## src/rtl/n64_pkg.sv

```systemverilog
// Shared definitions for the N64 controller-line sender and reader:
// state encoding, command bytes and pulse-width timing in microseconds.
package n64_pkg;

  typedef enum logic [2:0] {
    ST_IDLE,
    ST_LOW,
    ST_HIGH,
    ST_STOP_LOW,
    ST_STOP_HIGH,
    ST_LISTEN
  } n64_state_e;

  localparam logic [7:0] N64_CMD_INFO = 8'h00;
  localparam logic [7:0] N64_CMD_POLL = 8'h01;

  localparam int BIT_US       = 4;
  localparam int ZERO_LOW_US  = 3;
  localparam int ONE_LOW_US   = 1;
  localparam int STOP_LOW_US  = 1;
  localparam int STOP_HIGH_US = 2;

  // Low time of a data bit; the released time is the rest of BIT_US.
  function automatic int low_us(input logic b);
    return b ? ONE_LOW_US : ZERO_LOW_US;
  endfunction

endpackage

```

## src/rtl/n64_us_tick.sv

```systemverilog
// Microsecond strobe: one-cycle pulse every US_CYCLES clocks. The clr input
// realigns the count so a phase always starts on a whole-microsecond boundary.
module n64_us_tick #(
  parameter int US_CYCLES = 100
) (
  input  logic clock,
  input  logic reset,
  input  logic clr,
  output logic tick
);

  localparam int CW = $clog2(US_CYCLES);

  logic [CW-1:0] cnt_q, cnt_d;

  assign tick = (cnt_q == CW'(US_CYCLES - 1));

  always_comb begin
    cnt_d = cnt_q + 1'b1;
    if (clr || tick) cnt_d = '0;
  end

  always_ff @(posedge clock or posedge reset) begin
    if (reset) cnt_q <= '0;
    else       cnt_q <= cnt_d;
  end

endmodule

```

## src/rtl/n64_poll_sender.sv

```systemverilog
// Console-side N64 command transmitter: sends CMD_BYTE plus stop bit with
// pulse-width encoding, then opens a response window for the reader.
// Optional periodic polling is compiled in with N64_POLL_AUTO_EN.
module n64_poll_sender
  import n64_pkg::*;
#(
  parameter int         US_CYCLES = 100,
  parameter logic [7:0] CMD_BYTE  = N64_CMD_POLL,
  parameter int         RESP_US   = 160,
  parameter int         POLL_US   = 16667
) (
  input  logic clock,
  input  logic reset,
  input  logic start,
  input  logic auto_en,
  input  logic line_in,
  output logic drive_low,
  output logic busy,
  output logic read_enable,
  output logic line_err
);

  localparam int PH_MAX = (RESP_US > BIT_US) ? RESP_US : BIT_US;
  localparam int PW     = $clog2(PH_MAX + 1);

  n64_state_e    state_q, state_d;
  logic [PW-1:0] phase_q, phase_d;
  logic [2:0]    bit_q, bit_d;
  logic [7:0]    sr_q, sr_d;
  logic          sync1_q, sync1_d, sync2_q, sync2_d;
  logic          drive_low_q, drive_low_d;
  logic          busy_q, busy_d;
  logic          read_enable_q, read_enable_d;
  logic          line_err_q, line_err_d;
  logic          us_tick, us_clr, req, phase_done;
  logic [PW-1:0] dur;

  n64_us_tick #(.US_CYCLES(US_CYCLES)) u_us_tick (
    .clock (clock),
    .reset (reset),
    .clr   (us_clr),
    .tick  (us_tick)
  );

`ifdef N64_POLL_AUTO_EN
  localparam int POLL_CYC = POLL_US * US_CYCLES;
  localparam int TW       = $clog2(POLL_CYC);

  logic [TW-1:0] poll_q, poll_d;
  logic          poll_tick;

  // Free-running period timer; ticks that land while busy are simply lost.
  assign poll_tick = (poll_q == TW'(POLL_CYC - 1));

  always_comb begin
    poll_d = poll_q + 1'b1;
    if (poll_tick) poll_d = '0;
  end

  always_ff @(posedge clock or posedge reset) begin
    if (reset) poll_q <= '0;
    else       poll_q <= poll_d;
  end

  assign req = start | (auto_en & poll_tick);
`else
  logic          unused_auto_en;
  localparam int unused_poll_us = POLL_US;
  assign unused_auto_en = auto_en;
  assign req = start;
`endif

  // State register
  always_ff @(posedge clock or posedge reset) begin
    if (reset) begin
      state_q       <= ST_IDLE;
      phase_q       <= '0;
      bit_q         <= '0;
      sr_q          <= '0;
      sync1_q       <= 1'b1;
      sync2_q       <= 1'b1;
      drive_low_q   <= 1'b0;
      busy_q        <= 1'b0;
      read_enable_q <= 1'b0;
      line_err_q    <= 1'b0;
    end else begin
      state_q       <= state_d;
      phase_q       <= phase_d;
      bit_q         <= bit_d;
      sr_q          <= sr_d;
      sync1_q       <= sync1_d;
      sync2_q       <= sync2_d;
      drive_low_q   <= drive_low_d;
      busy_q        <= busy_d;
      read_enable_q <= read_enable_d;
      line_err_q    <= line_err_d;
    end
  end

  // Length of the current phase in whole microseconds
  always_comb begin
    case (state_q)
      ST_LOW:       dur = PW'(low_us(sr_q[7]));
      ST_HIGH:      dur = PW'(BIT_US - low_us(sr_q[7]));
      ST_STOP_LOW:  dur = PW'(STOP_LOW_US);
      ST_STOP_HIGH: dur = PW'(STOP_HIGH_US);
      ST_LISTEN:    dur = PW'(RESP_US);
      default:      dur = PW'(1);
    endcase
  end

  assign phase_done = us_tick && (phase_q == dur - 1'b1);

  // Next-state and datapath
  always_comb begin
    state_d    = state_q;
    bit_d      = bit_q;
    sr_d       = sr_q;
    line_err_d = 1'b0;
    sync1_d    = line_in;
    sync2_d    = sync1_q;
    case (state_q)
      ST_IDLE: begin
        if (req) begin
          if (!sync2_q) begin
            line_err_d = 1'b1;
          end else begin
            sr_d    = CMD_BYTE;
            bit_d   = 3'd7;
            state_d = ST_LOW;
          end
        end
      end
      ST_LOW:       if (phase_done) state_d = ST_HIGH;
      ST_HIGH: begin
        if (phase_done) begin
          if (bit_q == 3'd0) begin
            state_d = ST_STOP_LOW;
          end else begin
            bit_d   = bit_q - 1'b1;
            sr_d    = {sr_q[6:0], 1'b0};
            state_d = ST_LOW;
          end
        end
      end
      ST_STOP_LOW:  if (phase_done) state_d = ST_STOP_HIGH;
      ST_STOP_HIGH: if (phase_done) state_d = ST_LISTEN;
      ST_LISTEN:    if (phase_done) state_d = ST_IDLE;
      default:      state_d = ST_IDLE;
    endcase

    // Every phase starts with a fresh microsecond count.
    us_clr  = (state_q == ST_IDLE) || (state_d != state_q);
    phase_d = phase_q;
    if (state_d != state_q) phase_d = '0;
    else if (us_tick)       phase_d = phase_q + 1'b1;
  end

  // Outputs are registered from the next state so they align with it.
  always_comb begin
    drive_low_d   = (state_d == ST_LOW) || (state_d == ST_STOP_LOW);
    busy_d        = (state_d != ST_IDLE);
    read_enable_d = (state_d == ST_LISTEN);
  end

  assign drive_low   = drive_low_q;
  assign busy        = busy_q;
  assign read_enable = read_enable_q;
  assign line_err    = line_err_q;

endmodule

```

## config.mk

```make
export PLATFORM = sky130hd
export DESIGN_NAME = n64_poll_sender
export DESIGN_NICKNAME = d
export VERILOG_FILES = /design/src/rtl/n64_pkg.sv /design/src/rtl/n64_us_tick.sv /design/src/rtl/n64_poll_sender.sv
export SDC_FILE = /design/constraint.sdc
export NUM_CORES = 1
export LEC_CHECK = 0
export CAP_MARGIN = 0
export CORE_ASPECT_RATIO = 1.75
export CORE_UTILIZATION = 55
export DETAILED_ROUTE_END_ITERATION = 8
export PLACE_DENSITY = 0.8
export SYNTH_ARGS = -nofsm -noshare
export SYNTH_HDL_FRONTEND = slang
export SYNTH_SLANG_ARGS = --single-unit
```

## constraint.sdc

```tcl
create_clock -name clock -period 3.8 [get_ports clock]
set_clock_uncertainty 0.05 [all_clocks]
set_input_delay 0.57 -clock clock [delete_from_list [all_inputs] [get_ports clock]]
set_output_delay 0.57 -clock clock [all_outputs]
set_load 0.02 [all_outputs]
```

After elaboration in Yosys (flattened, before gate mapping)
Cells that the tools add are included.
{"block": "totals", "output_inout_bits": 4, "wordCells": 68, "register_bits": 35, "inputBits": 5}
{"block": "classes", "n_eq_ne": 15, "n_addsub": 5, "reduce_logical": 10, "mux": 27}
{"cell": "$mux 8", "count": 6}
{"cell": "$mux 3", "count": 11}
{"cell": "$pmux 8 s4", "count": 1}
{"cell": "$pmux 3 s6", "count": 1}
{"cell": "$pmux 8 s2", "count": 1}
{"cell": "$eq 3x2->1 const B", "count": 3}
{"cell": "$eq 3x3->1 const B", "count": 3}
{"cell": "$add 8x1->8 const B", "count": 1}
{"cell": "$eq 8x8->1", "count": 1}
{"cell": "$ne 2x2->1 const B", "count": 4}
{"cell": "$sub 8x1->8 const B", "count": 1}
{"cell": "$add 7x1->7 const B", "count": 1}
{"cell": "$eq 7x7->1 const B", "count": 1}
{"cell": "$mux 7", "count": 1}
{"cell": "$eq 3x1->1 const B", "count": 2}
{"cell": "$logic_not 3->1", "count": 2}
{"cell": "$pmux 3 s2", "count": 1}
{"cell": "$reduce_and 5->1", "count": 1}
{"cell": "$mux 2", "count": 2}
{"cell": "$reduce_bool 2->1", "count": 2}
{"cell": "$sub 3x2->4 const A", "count": 1}
{"cell": "$logic_or 1x1->1", "count": 3}
{"cell": "$mux 1", "count": 3}
{"cell": "$ne 3x3->1", "count": 1}
{"cell": "3 further kinds", "count": 3}

Logic depth before layout (Yosys ltp)
Gate-level depths: netlist of the first run.
{"block": "depth", "depth_word": 12, "mapped_depth": 13, "depth_no_buf": 11}

By module
Synthesis of the first run repeated with hierarchy kept, for this count alone.
{"block": "unflattened", "cells_unflattened": 171, "area_unflattened_um2": 1762.9}
{"module": "n64_poll_sender", "cells_each": 138, "seq_area_each_um2": 703.2, "instances": 1, "area_each_um2": 1415.1}
{"module": "n64_us_tick", "cells_each": 33, "seq_area_each_um2": 175.2, "instances": 1, "area_each_um2": 347.8}

Worst setup path before layout of the first run
Ideal clock, no wire load.
{"block": "synth_path", "kind": "flip-flop to flip-flop", "startpoint": "reg state_q[0]", "endpoint": "reg sr_q[1]", "stages_incl_launch_ff": 13, "t_arrival_ns": 2.755, "setup_slack_ns": 0.874, "path_buffers": 2, "required_time_ns": 3.629, "synth_period_minus_slack_ns": 2.926, "setup_time_ns": 0.121, "cell_sequence": "dfrtp_1 -> clkbuf_1 -> nor3b_1 -> a211oi_1 -> a21o_1 -> ha_1 -> ha_1 -> xnor2_1 -> nor4_4 -> nand4_2 -> a22o_1 -> buf_6 -> a22o_1"}
{"block": "synth_between", "elab_chain_cells": 7, "word_cells_on_any_way": 16, "cone_classes": "add/sub: 1; eq/ne: 9; mux: 2; reduce/logical: 4"}
{"item": "from (decl)", "line_no": "n64_poll_sender.sv:26", "rtl": "n64_state_e state_q, state_d;"}
{"item": "from (signal assigned)", "line_no": "n64_poll_sender.sv:87", "rtl": "state_q <= state_d;"}
{"item": "$eq 3x3->1 (tied with other cells)", "line_no": "n64_poll_sender.sv:102", "rtl": "case (state_q)"}
{"item": "$pmux 8 s4", "line_no": "n64_poll_sender.sv:102"}
{"item": "$sub 8x1->8", "line_no": "n64_poll_sender.sv:112", "rtl": "assign phase_done = us_tick && (phase_q == dur - 1'b1);"}
{"item": "$eq 8x8->1", "line_no": "n64_poll_sender.sv:112"}
{"item": "$logic_and 1x1->1", "line_no": "n64_poll_sender.sv:112"}
{"item": "$ne 2x2->1 (no line)"}
{"item": "$reduce_and 5->1 (no line)"}
{"item": "to (signal assigned)", "line_no": "n64_poll_sender.sv:90", "rtl": "sr_q <= sr_d;"}
{"item": "to (decl)", "line_no": "n64_poll_sender.sv:29", "rtl": "logic [7:0] sr_q, sr_d;"}
Several ways; a longest one is shown, not always the timed one.
A chain may end at the register's enable or synchronous reset.

Worst setup path after layout of the first run
Same ends and word-level chain as after synthesis.

==> metrics.txt, run 1 <==
CTS tree=built; CTS resizes=0; Detailed Route WL=between 3000 and 4000 um; WP data arrival=between 3000 and 4000 ps; Slowest-stage cell, CP=dfrtp_1; Slew Limit Fails=0; Leak=0.852 nW; Port Buffers=7; via count=1245; syn_nets=about 180; CTS Root Cell=clkbuf_8; worst vdd ir=about 0.33 mV; Buf/Inv on CP=0; max_cap viols=0; Yosys warning count=0; Core Util, Final=between 60% and 70%; clock-pin slew on the worst setup and hold paths=about 70 ps; Via density=5.71; share of cells above drive strength 1=~10%; Horiz. Die Dim=44.7 um; critical path fanouts, max=13; Clock Path Buffers=2; setup tns final=0 ps; HPWL Detailed=2260 um; fin nets=about 190; Synth Register Bits=35; clock latency on the worst-skew pair=roughly 290 ps; FP Rows=26; fin crit period=3140 ps; Unique masters post-synth=40; Largest delay share family, worst path=compound AO/OA/AOI/OAI gates; die footprint=3430 um2; Rel. slew slack=around two thirds; CTS Buf Count=5; H-tree Lvls=2; wire per inst=around 15 um; CTS Hold Buffers Added=0; Hold WS=approximately 300 ps; Seq/Total Area, Yosys=about 50%; fin crit share=~83%; worst-margin pin slew=around 500 ps; Final Hold Fails=0; crit end category=register; top achievable clock speed=~320 MHz; Final setup viols=0; P per Cell Area=395 nW/um2; multi-input logic area=a little over 800 um2; Hold WC Path Type=reg2reg; First-pass DRT Iterations=4; first-pass GRT wire length=approximately 5600 um; Starting Density=58.7%; GRT overflow=0; Antenna diodes=0; Layout Area Growth over Synthesis=12.8%; antenna violations before repair=0; Setup Buffers After CTS=0; Seq. cell area=878 um2; CP cell instances=nor3b_1 -> a211oi_1 -> a21o_1 -> ha_1 -> ha_1 -> xnor2_1 -> nor4_4 -> nand4_2 -> a22o_1 -> a22o_1; Total GRT Usage=between 20 and 25%; largest net degree at the start of global routing=36; Critical Path RT=3930 ps; CP max stage delay=580 ps; post-route ant nets=0; # fillers=about 250; initial drt markers=25; Die Height=between 70 and 80 um; RD Place Congestion=0.895; number of remaining DRC errors=0; Cell Area, Synth=around 1800 um2; RSZ-0062 raised after global routing=no; I/O pins=9; Clock Sinks=35; critical path launch point type=register; Avg Inst Size Synth=roughly 11 um2; Crit Path Category=reg2reg; vias in the first global route=about 1300; Syn Inst Count=between 150 and 200; status=finished clean; Core ar.=between 2000 and 3000 um2
==> synthesized netlist by cell type (all sizes together) <==
library cell | number | area (um2)
dfrtp | 33 | 826
nor2 | 18 | 72.6
nor3 | 11 | 55.1
xor2 | 10 | 87.6
a22o | 8 | 70.1
inv | 8 | 30.0
nand2 | 8 | 30.0
nand3 | 8 | 40.0
xnor2 | 7 | 61.3
ha | 6 | 75.1
a21oi | 5 | 28.8
and3 | 5 | 32.5
buf | 5 | 33.8
o21ai | 4 | 23.8
a211oi | 3 | 22.5
and2 | 3 | 18.8
mux2i | 3 | 30.0
nand2b | 3 | 18.8
clkbuf | 2 | 7.51
dfstp | 2 | 52.6
or3 | 2 | 12.5
a21o | 1 | 7.51
a221oi | 1 | 8.76
a22oi | 1 | 7.51
a41oi | 1 | 8.76
nand3b | 1 | 7.51
nand4 | 1 | 12.5
nand4b | 1 | 8.76
nand4bb | 1 | 11.3
nor3b | 1 | 7.51
nor4 | 1 | 21.3
o2bb2ai | 1 | 8.76
o311a | 1 | 10.0
or2 | 1 | 6.26
==> cell families after synthesis <==
kind of cell / after synthesis / share of synthesized area (%)
buf+inv: 15 / 4.06
simple gates: 65 / 20.2
mux: 3 / 1.71
fa+ha+maj: 6 / 4.28
flops: 35 / 50.0
xor+xnor: 17 / 8.48
compound gates: 26 / 11.2
==> layout make-up <==
type	instances	area share, %
Clock buffer	5	3.47
Clock inverter	3	3.41
Timing Repair Buffer	8	3.92
Sequential cell	35	44.3
Inverter	8	1.52
Tap cell	42	2.65
Multi-Input combinational cell	117	40.7
==> per-layer routing <==
layer | share of wire [%] | routed length (um) | global-route usage [%]
met1 | 43 | 1410 | 26.7
met2 | 52 | 1730 | 36.2
met3 | 3.1 | 101 | 5.65
met4 | 2.1 | 68 | 10.9
met5 | 0 | 0 | 0
==> registers in the layout, indices dropped and copies added, names as in the netlist <==
| signal | count |
|---|---|
| busy | 1 |
| sync2_q | 1 |
| read_enable | 1 |
| sr_q | 8 |
| sync1_q | 1 |
| bit_q | 3 |
| drive_low | 1 |
| line_err | 1 |
| u_us_tick.cnt_q | 7 |
| phase_q | 8 |
| state_q | 3 |
==> report_power, final <==
group / total [W] / internal [W] / switching, W / leakage [nW]
Sequential: 0.000375 / 0.000374 / 0.000000474 / 0.395
Combinational: 0.0000110 / 0.00000349 / 0.00000748 / 0.393
Clock: 0.000397 / 0.000262 / 0.000135 / 0.0644
Total: 0.000782 / 0.000639 / 0.000143 / 0.852
==> through the flow <==
step	total power, W	cell area (um2)	std cells	setup WS, ps
3_5_place_dp	0.000393	1840	210	705
2_1_floorplan	0.000387	1760	167	874
5_1_grt	0.000808	1980	218	489
6_report	0.000782	1980	218	658
4_1_cts	0.000788	1980	218	683
3_3_place_gp	0.000393	1840	210	743
==> cell usage in the layout, fill, tap and decap left out, types with 2 or more instances in the layout <==
| cell | count |
|---|---|
| o21ai_0 | 3 |
| xor2_1 | 10 |
| a22o_1 | 8 |
| nand2_1 | 8 |
| mux2i_1 | 3 |
| nor3_1 | 11 |
| dfstp_2 | 2 |
| or3_1 | 2 |
| and3_1 | 4 |
| bufinv_16 | 2 |
| inv_1 | 8 |
| clkdlybuf4s50_1 | 7 |
| nor2_1 | 16 |
| dfrtp_1 | 33 |
| xnor2_1 | 7 |
| nand3_1 | 8 |
| clkbuf_8 | 5 |
| and2_1 | 3 |
| a21oi_1 | 4 |
| a211oi_1 | 3 |
| nand2b_1 | 3 |
| nor2_2 | 2 |
| ha_1 | 6 |
==> worst paths after layout <==
kind	startpoint	endpoint	slack (ps)	depth (start not counted)
worst max-delay path	state_q[0]$_DFF_PP0_	sr_q[1]$_DFFE_PP0P_	660	10
worst min-delay path	sync1_q$_DFF_PP1_	sync2_q$_DFF_PP1_	310	0
worst max register to register	state_q[0]$_DFF_PP0_	sr_q[1]$_DFFE_PP0P_	660	10
worst min register to register	sync1_q$_DFF_PP1_	sync2_q$_DFF_PP1_	310	0
max in group asynchronous	reset	sync2_q$_DFF_PP1_	2740	3
min in group asynchronous	reset	sr_q[2]$_DFFE_PP0P_	630	3
(Power assumes the default switching activity.)
==> run 2: changes to the inputs <==
--- a/config.mk
+++ b/config.mk
@@ -7,9 +7,9 @@
 export LEC_CHECK = 0
 export CAP_MARGIN = 0
 export CORE_ASPECT_RATIO = 1.75
-export CORE_UTILIZATION = 55
+export CORE_UTILIZATION = 53
 export DETAILED_ROUTE_END_ITERATION = 8
-export PLACE_DENSITY = 0.8
+export PLACE_DENSITY = 0.81
 export SYNTH_ARGS = -nofsm -noshare
 export SYNTH_HDL_FRONTEND = slang
 export SYNTH_SLANG_ARGS = --single-unit
==> constraint.sdc (replaced) <==
create_clock -name clock -period 2.6 [get_ports clock]
set_clock_uncertainty 0.05 [all_clocks]
set_input_delay 0.39 -clock clock [delete_from_list [all_inputs] [get_ports clock]]
set_output_delay 0.39 -clock clock [all_outputs]
set_load 0.02 [all_outputs]
==> run 2 against run 1 <==
Count of clock-buffer cells in the layout grew 1; core utilization increased by 3.6 points; via count up 11%; total power increased by 36%; setup slack got worse by 630 ps; critical path depth did not move; sequential power increased by 46%; sequential share of layout area shrank 4.2 points; largest power group is now sequential cells.
==> metrics.txt, run 2 (synthesis results as in run 1) <==
Hold WC Path Type=reg2reg; via count=between 1000 and 1500; wire per inst=around 16 um; fin crit period=2570 ps; post-route ant nets=0; share of cells above drive strength 1=25.4%; Leak=0.947 nW; largest net degree at the start of global routing=36; Total GRT Usage=about a quarter; CTS Root Cell=clkbuf_8; Buf/Inv on CP=0; crit end category=register; CTS Buf Count=5; HPWL Detailed=between 2000 and 3000 um; worst vdd ir=around 0.47 mV; Final Hold Fails=0; Antenna diodes=0; worst setup margin=between 20 and 30 ps; Slowest-stage cell, CP=dfrtp_1; clock latency on the worst-skew pair=290 ps; Clock Path Buffers=2; I/O pins=9; number of remaining DRC errors=0; RSZ-0062 raised after global routing=yes; First-pass DRT Iterations=4; commonest non-fill, non-tap cell in the layout=dfrtp_1; GRT overflow=0; Final setup viols=0; WP data arrival=about 2700 ps; vias in the first global route=approximately 1500; CTS Hold Buffers Added=0; Rel. slew slack=between 60 and 70%; Detailed Route WL=approximately 3700 um; P per Cell Area=between 400 and 500 nW/um2; Crit Path Category=reg2reg; clock-pin slew on the worst setup and hold paths=roughly 70 ps; FP Rows=27; worst-margin pin slew=~580 ps; overall power=between 0.001 and 0.0015 W; RD Place Congestion=just over 0.8; Die Height=around 80 um; fin crit share=slightly below 100%; critical path launch point type=register; H-tree Lvls=2; Starting Density=~56%; Core ar.=roughly 3100 um2; Horiz. Die Dim=about 46 um; worst slack, placed=-143 ps; max_cap viols=0; Critical Path RT=2730 ps; top achievable clock speed=388 MHz; die footprint=roughly 3600 um2; Non-Filler Instances=between 200 and 250; Top Registers=phase_q x8, sr_q x8, u_us_tick.cnt_q x7; CP cell instances=nor3b_2 -> a211oi_2 -> a21o_1 -> ha_4 -> ha_4 -> xor2_2 -> nor4_4 -> nand4_4 -> a22o_4 -> a22o_1; status=finished clean; Layout Area Growth over Synthesis=24.9%; Largest delay share family, worst path=compound AO/OA/AOI/OAI gates; fin nets=203; commonest non-fill, non-tap cells in the layout=dfrtp_1 (32), buf_4 (16), nor2_1 (15); Critical Path Most Common Cell=ha_4; dpl cells=224; first-pass GRT wire length=6250 um; Port Buffers=7; critical path fanouts, max=5; CTS tree=built; setup tns final=0 ps; CP max stage delay=around 430 ps; Clock Sinks=35; Via density=between 5 and 6; # fillers=between 200 and 250; Slew Limit Fails=0; initial drt markers=50; antenna violations before repair=0
## run 2: changes by cell type in the layout (fill, tap and decap cells not counted), sizes merged
| cell | previous run | this run |
|---|---|---|
| clkbuf | 5 | 6 |
| a22o | 8 | 9 |
| buf | 1 | 17 |
| bufinv | 2 | 1 |
| clkinv | 0 | 1 |
| clkinvlp | 1 | 0 |
## run 2: repair_timing
| item | in CTS | in global routing |
|---|---|---|
| gates cloned | 1 | 0 |
| pin swaps | 7 | 4 |
| endpoints found under the hold margin | 0 | 0 |
| gates resized for setup | 14 | 3 |
| endpoints found under the setup margin | 18 | 25 |
| buffers inserted | 2 | 1 |
## run 2: stage by stage
| step | cell area, um2 | util (%) | hold slack, ps |
|---|---|---|---|
| 3_3_place_gp | 1980 | 62.9 | 295 |
| 6_report | 2190 | 69.8 | 306 |
| 3_5_place_dp | 1980 | 62.9 | 297 |
| 4_1_cts | 2170 | 69.1 | 308 |
| 5_1_grt | 2190 | 69.8 | 311 |
| 2_1_floorplan | 1800 | - | 295 |
## run 2: final timing paths
kind	startpoint	end	slack, ps	cells past startpoint
worst max register to register	sr_q[7]$_DFFE_PP0P_	sr_q[5]$_DFFE_PP0P_	30	10
worst max-delay path	sr_q[7]$_DFFE_PP0P_	sr_q[5]$_DFFE_PP0P_	30	10
worst min-delay path	sync1_q$_DFF_PP1_	sync2_q$_DFF_PP1_	310	0
worst min register to register	sync1_q$_DFF_PP1_	sync2_q$_DFF_PP1_	310	0
max in group asynchronous	reset	sync1_q$_DFF_PP1_	1720	3
min in group asynchronous	reset	phase_q[1]$_DFFE_PP0P_	450	3
## run 2: layer usage
metal / vias to the layer above / track usage [%] / share of wire, %
met1: 705 / 25.6 / 37
met3: 9 / 5.52 / 3.1
li1: 635 / - / -
met4: 0 / 10.9 / 2.3
met2: 29 / 43.4 / 58
met5: - / 0 / 0
## run 2: layout make-up
type                       count  area [um2]  area share, %
multi-input combinational    118         911           41.5
sequential                    35         880           40.1
timing repair buffer          24         201           9.18
clock buffer                   6        82.6           3.76
tap                           43        53.8           2.45
clock inverter                 2        35.0           1.60
inverter                       8        30.0           1.37
## run 2: power breakdown
part	internal (W)	switching [W]	total, W	leakage [nW]
sequential	0.000547	0.000000735	0.000548	0.393
combinational	0.00000510	0.0000110	0.0000161	0.493
clock	0.000310	0.000192	0.000502	0.0612
total	0.000862	0.000204	0.00107	0.947
==> run 3: changes to the inputs <==
--- a/config.mk
+++ b/config.mk
@@ -7,9 +7,10 @@
 export LEC_CHECK = 0
 export CAP_MARGIN = 0
 export CORE_ASPECT_RATIO = 1.75
-export CORE_UTILIZATION = 53
+export CORE_UTILIZATION = 55
 export DETAILED_ROUTE_END_ITERATION = 8
-export PLACE_DENSITY = 0.81
+export DONT_BUFFER_PORTS = 1
+export PLACE_DENSITY = 0.79
 export SYNTH_ARGS = -nofsm -noshare
 export SYNTH_HDL_FRONTEND = slang
 export SYNTH_SLANG_ARGS = --single-unit
==> run 3 against run 2 <==
The flow now finishes with violations (negative setup slack); fmax down 2.9%; register-to-register slack worse by 80 ps; flip-flop and latch count unchanged; total power down 8.7%; via count up 0.22%; sequential power about the same; first-iteration DRC count down 24%; non-clock buffer count up 1; die area down 3.5%; routed wire length up 5.6%; clock power down 18%; critical path type unchanged; critical endpoint is now busy$_DFF_PP0_.
==> metrics.txt, run 3 (synthesis results as in run 1) <==
largest net degree at the start of global routing=36; top achievable clock speed=around 380 MHz; startpoint of the worst register-to-register path=state_q[0]$_DFF_PP0_; first-pass GRT wire length=a little over 6000 um; worst-margin pin slew=around 670 ps; Hold WC Path Type=in2async; Total GRT Usage=between 20 and 30%; Detailed Route WL=about 4000 um; GRT overflow=0; commonest non-fill, non-tap cell in the layout=dfrtp_1; CTS Hold Buffers Added=0; Layout Area Growth over Synthesis=25.4%; number of remaining DRC errors=0; clock-pin slew on the worst setup and hold paths=roughly 80 ps; RR Endpoint=busy$_DFF_PP0_; uppermost routed layer=met4; H-tree Lvls=2; I/O pins=9; initial drt markers=38; critical path launch point type=register; CTS Buf Count=5; fin nets=around 200; Final Hold Fails=0; WP data arrival=~2800 ps; post-route ant nets=0; CTS tree=built; HPWL Detailed=between 2000 and 2500 um; via count=1381; commonest non-fill, non-tap cells in the layout=dfrtp_1 (31), buf_4 (21), nor2_1 (15); Critical Path RT=between 2000 and 3000 ps; worst reg2reg path depth=10; antenna violations before repair=0; fin crit share=102%; vias in the first global route=between 1000 and 1500; FP Rows=26; Clock Path Buffers=2; critical path fanouts, max=8; Antenna diodes=0; Rel. slew slack=approximately 55%; Top Registers=phase_q x8, sr_q x8, u_us_tick.cnt_q x7; worst vdd ir=0.431 mV; clock latency on the worst-skew pair=around 300 ps; Clock Sinks=35; Via density=between 5 and 6; crit end category=register; Hold WS=19.7 ps; Port Buffers=0; RSZ-0062 raised after global routing=yes; met2 wire length=approximately 2100 um; wire per inst=roughly 17 um; Starting Density=between 50 and 60%; routed wl met3=143 um; Slew Limit Fails=0; Die Height=about 77 um; P per Cell Area=~440 nW/um2; CTS Root Cell=clkbuf_8; share of cells above drive strength 1=~34%; Final setup viols=19; Crit Path Category=reg2reg; status=finished, violations left; worst reg-to-reg setup slack=-50 ps; worst setup margin=-52.1 ps; overall power=0.000973 W; Horiz. Die Dim=44.7 um; fin crit period=~2700 ps; M1 WL=around 1600 um; RD Place Congestion=between 0.8 and 0.9; First-pass DRT Iterations=4; failing checks=negative setup slack; die footprint=between 3000 and 4000 um2; max_cap viols=0; Leak=just under 1 nW; Core ar.=between 2000 and 3000 um2
run 3: cell count changes in the layout (fill, tap and decap cells not counted), moves of 2 or more:
cell and change:
clkdlybuf4s50_1 -7, buf_4 +5, buf_6 +2, nor3_2 +8
nor3_1 -8
run 3: cell type report:
type / instances / area, um2
clock buffers: 7 / 86.3
clock inverters: 1 / 5.00
fillers: 204 / 791
inverters: 8 / 30.0
multi-input cells: 118 / 951
flip-flops and latches: 35 / 881
well taps: 42 / 52.6
repair buffers: 25 / 196
run 3: how the worst max path moves through the flow:
stage                         start                  end  slack (ps)  depth (start not counted)
2_1_floorplan  state_q[1]$_DFF_PP0_  sr_q[1]$_DFFE_PP0P_          20                         11
3_3_place_gp   state_q[0]$_DFF_PP0_       busy$_DFF_PP0_         -60                          9
3_5_place_dp   state_q[0]$_DFF_PP0_       busy$_DFF_PP0_        -160                          9
4_1_cts        state_q[1]$_DFF_PP0_  sr_q[2]$_DFFE_PP0P_           3                          9
5_1_grt        state_q[0]$_DFF_PP0_       busy$_DFF_PP0_        -140                         10
6_report       state_q[0]$_DFF_PP0_       busy$_DFF_PP0_         -50                         10
run 3: per-layer routing:
metal	track usage, %	vias to the layer above
met5	0	-
met4	15.5	0
met3	5.88	12
met2	42.1	41
met1	26.7	689
li1	-	639
run 3: stage by stage:
step                setup WS (ps)  std cells  TNS [ps]  cell area, um2  utilization (%)
floorplan                    17.2        167         0            1800                -
global placement            -57.4        218      -450            1920             64.1
detailed placement           -164        218     -1490            1920             64.1
CTS                          2.51        230         0            2090             69.8
global route                 -139        236     -2600            2200             73.6
finish                      -52.1        236      -413            2200             73.6
run 3: worst max-delay path: stages (launching register included):
cell and delay, ps:
dfrtp_2 450, or2_1 260, a21o_1 190, ha_4 190, ha_4 240, xnor2_2 140
nor4_4 300, buf_4 180, and3_4 250, and2_4 190, a221oi_1 80
run 3: timing repair:
action                                  4_1_cts  5_1_grt
gates resized for setup                      12       16
pin swaps                                     2       11
cloned                                        1        1
endpoints found under the setup margin       16       24
setup buffers                                 3        5
run 3: where the power goes:
group,total (W),switching [W],internal (W),leakage (nW)
Combinational,0.0000114,0.0000102,0.00000120,0.520
Sequential,0.000548,0.00000102,0.000547,0.393
Clock,0.000414,0.000200,0.000214,0.0482
Total,0.000973,0.000211,0.000762,0.960
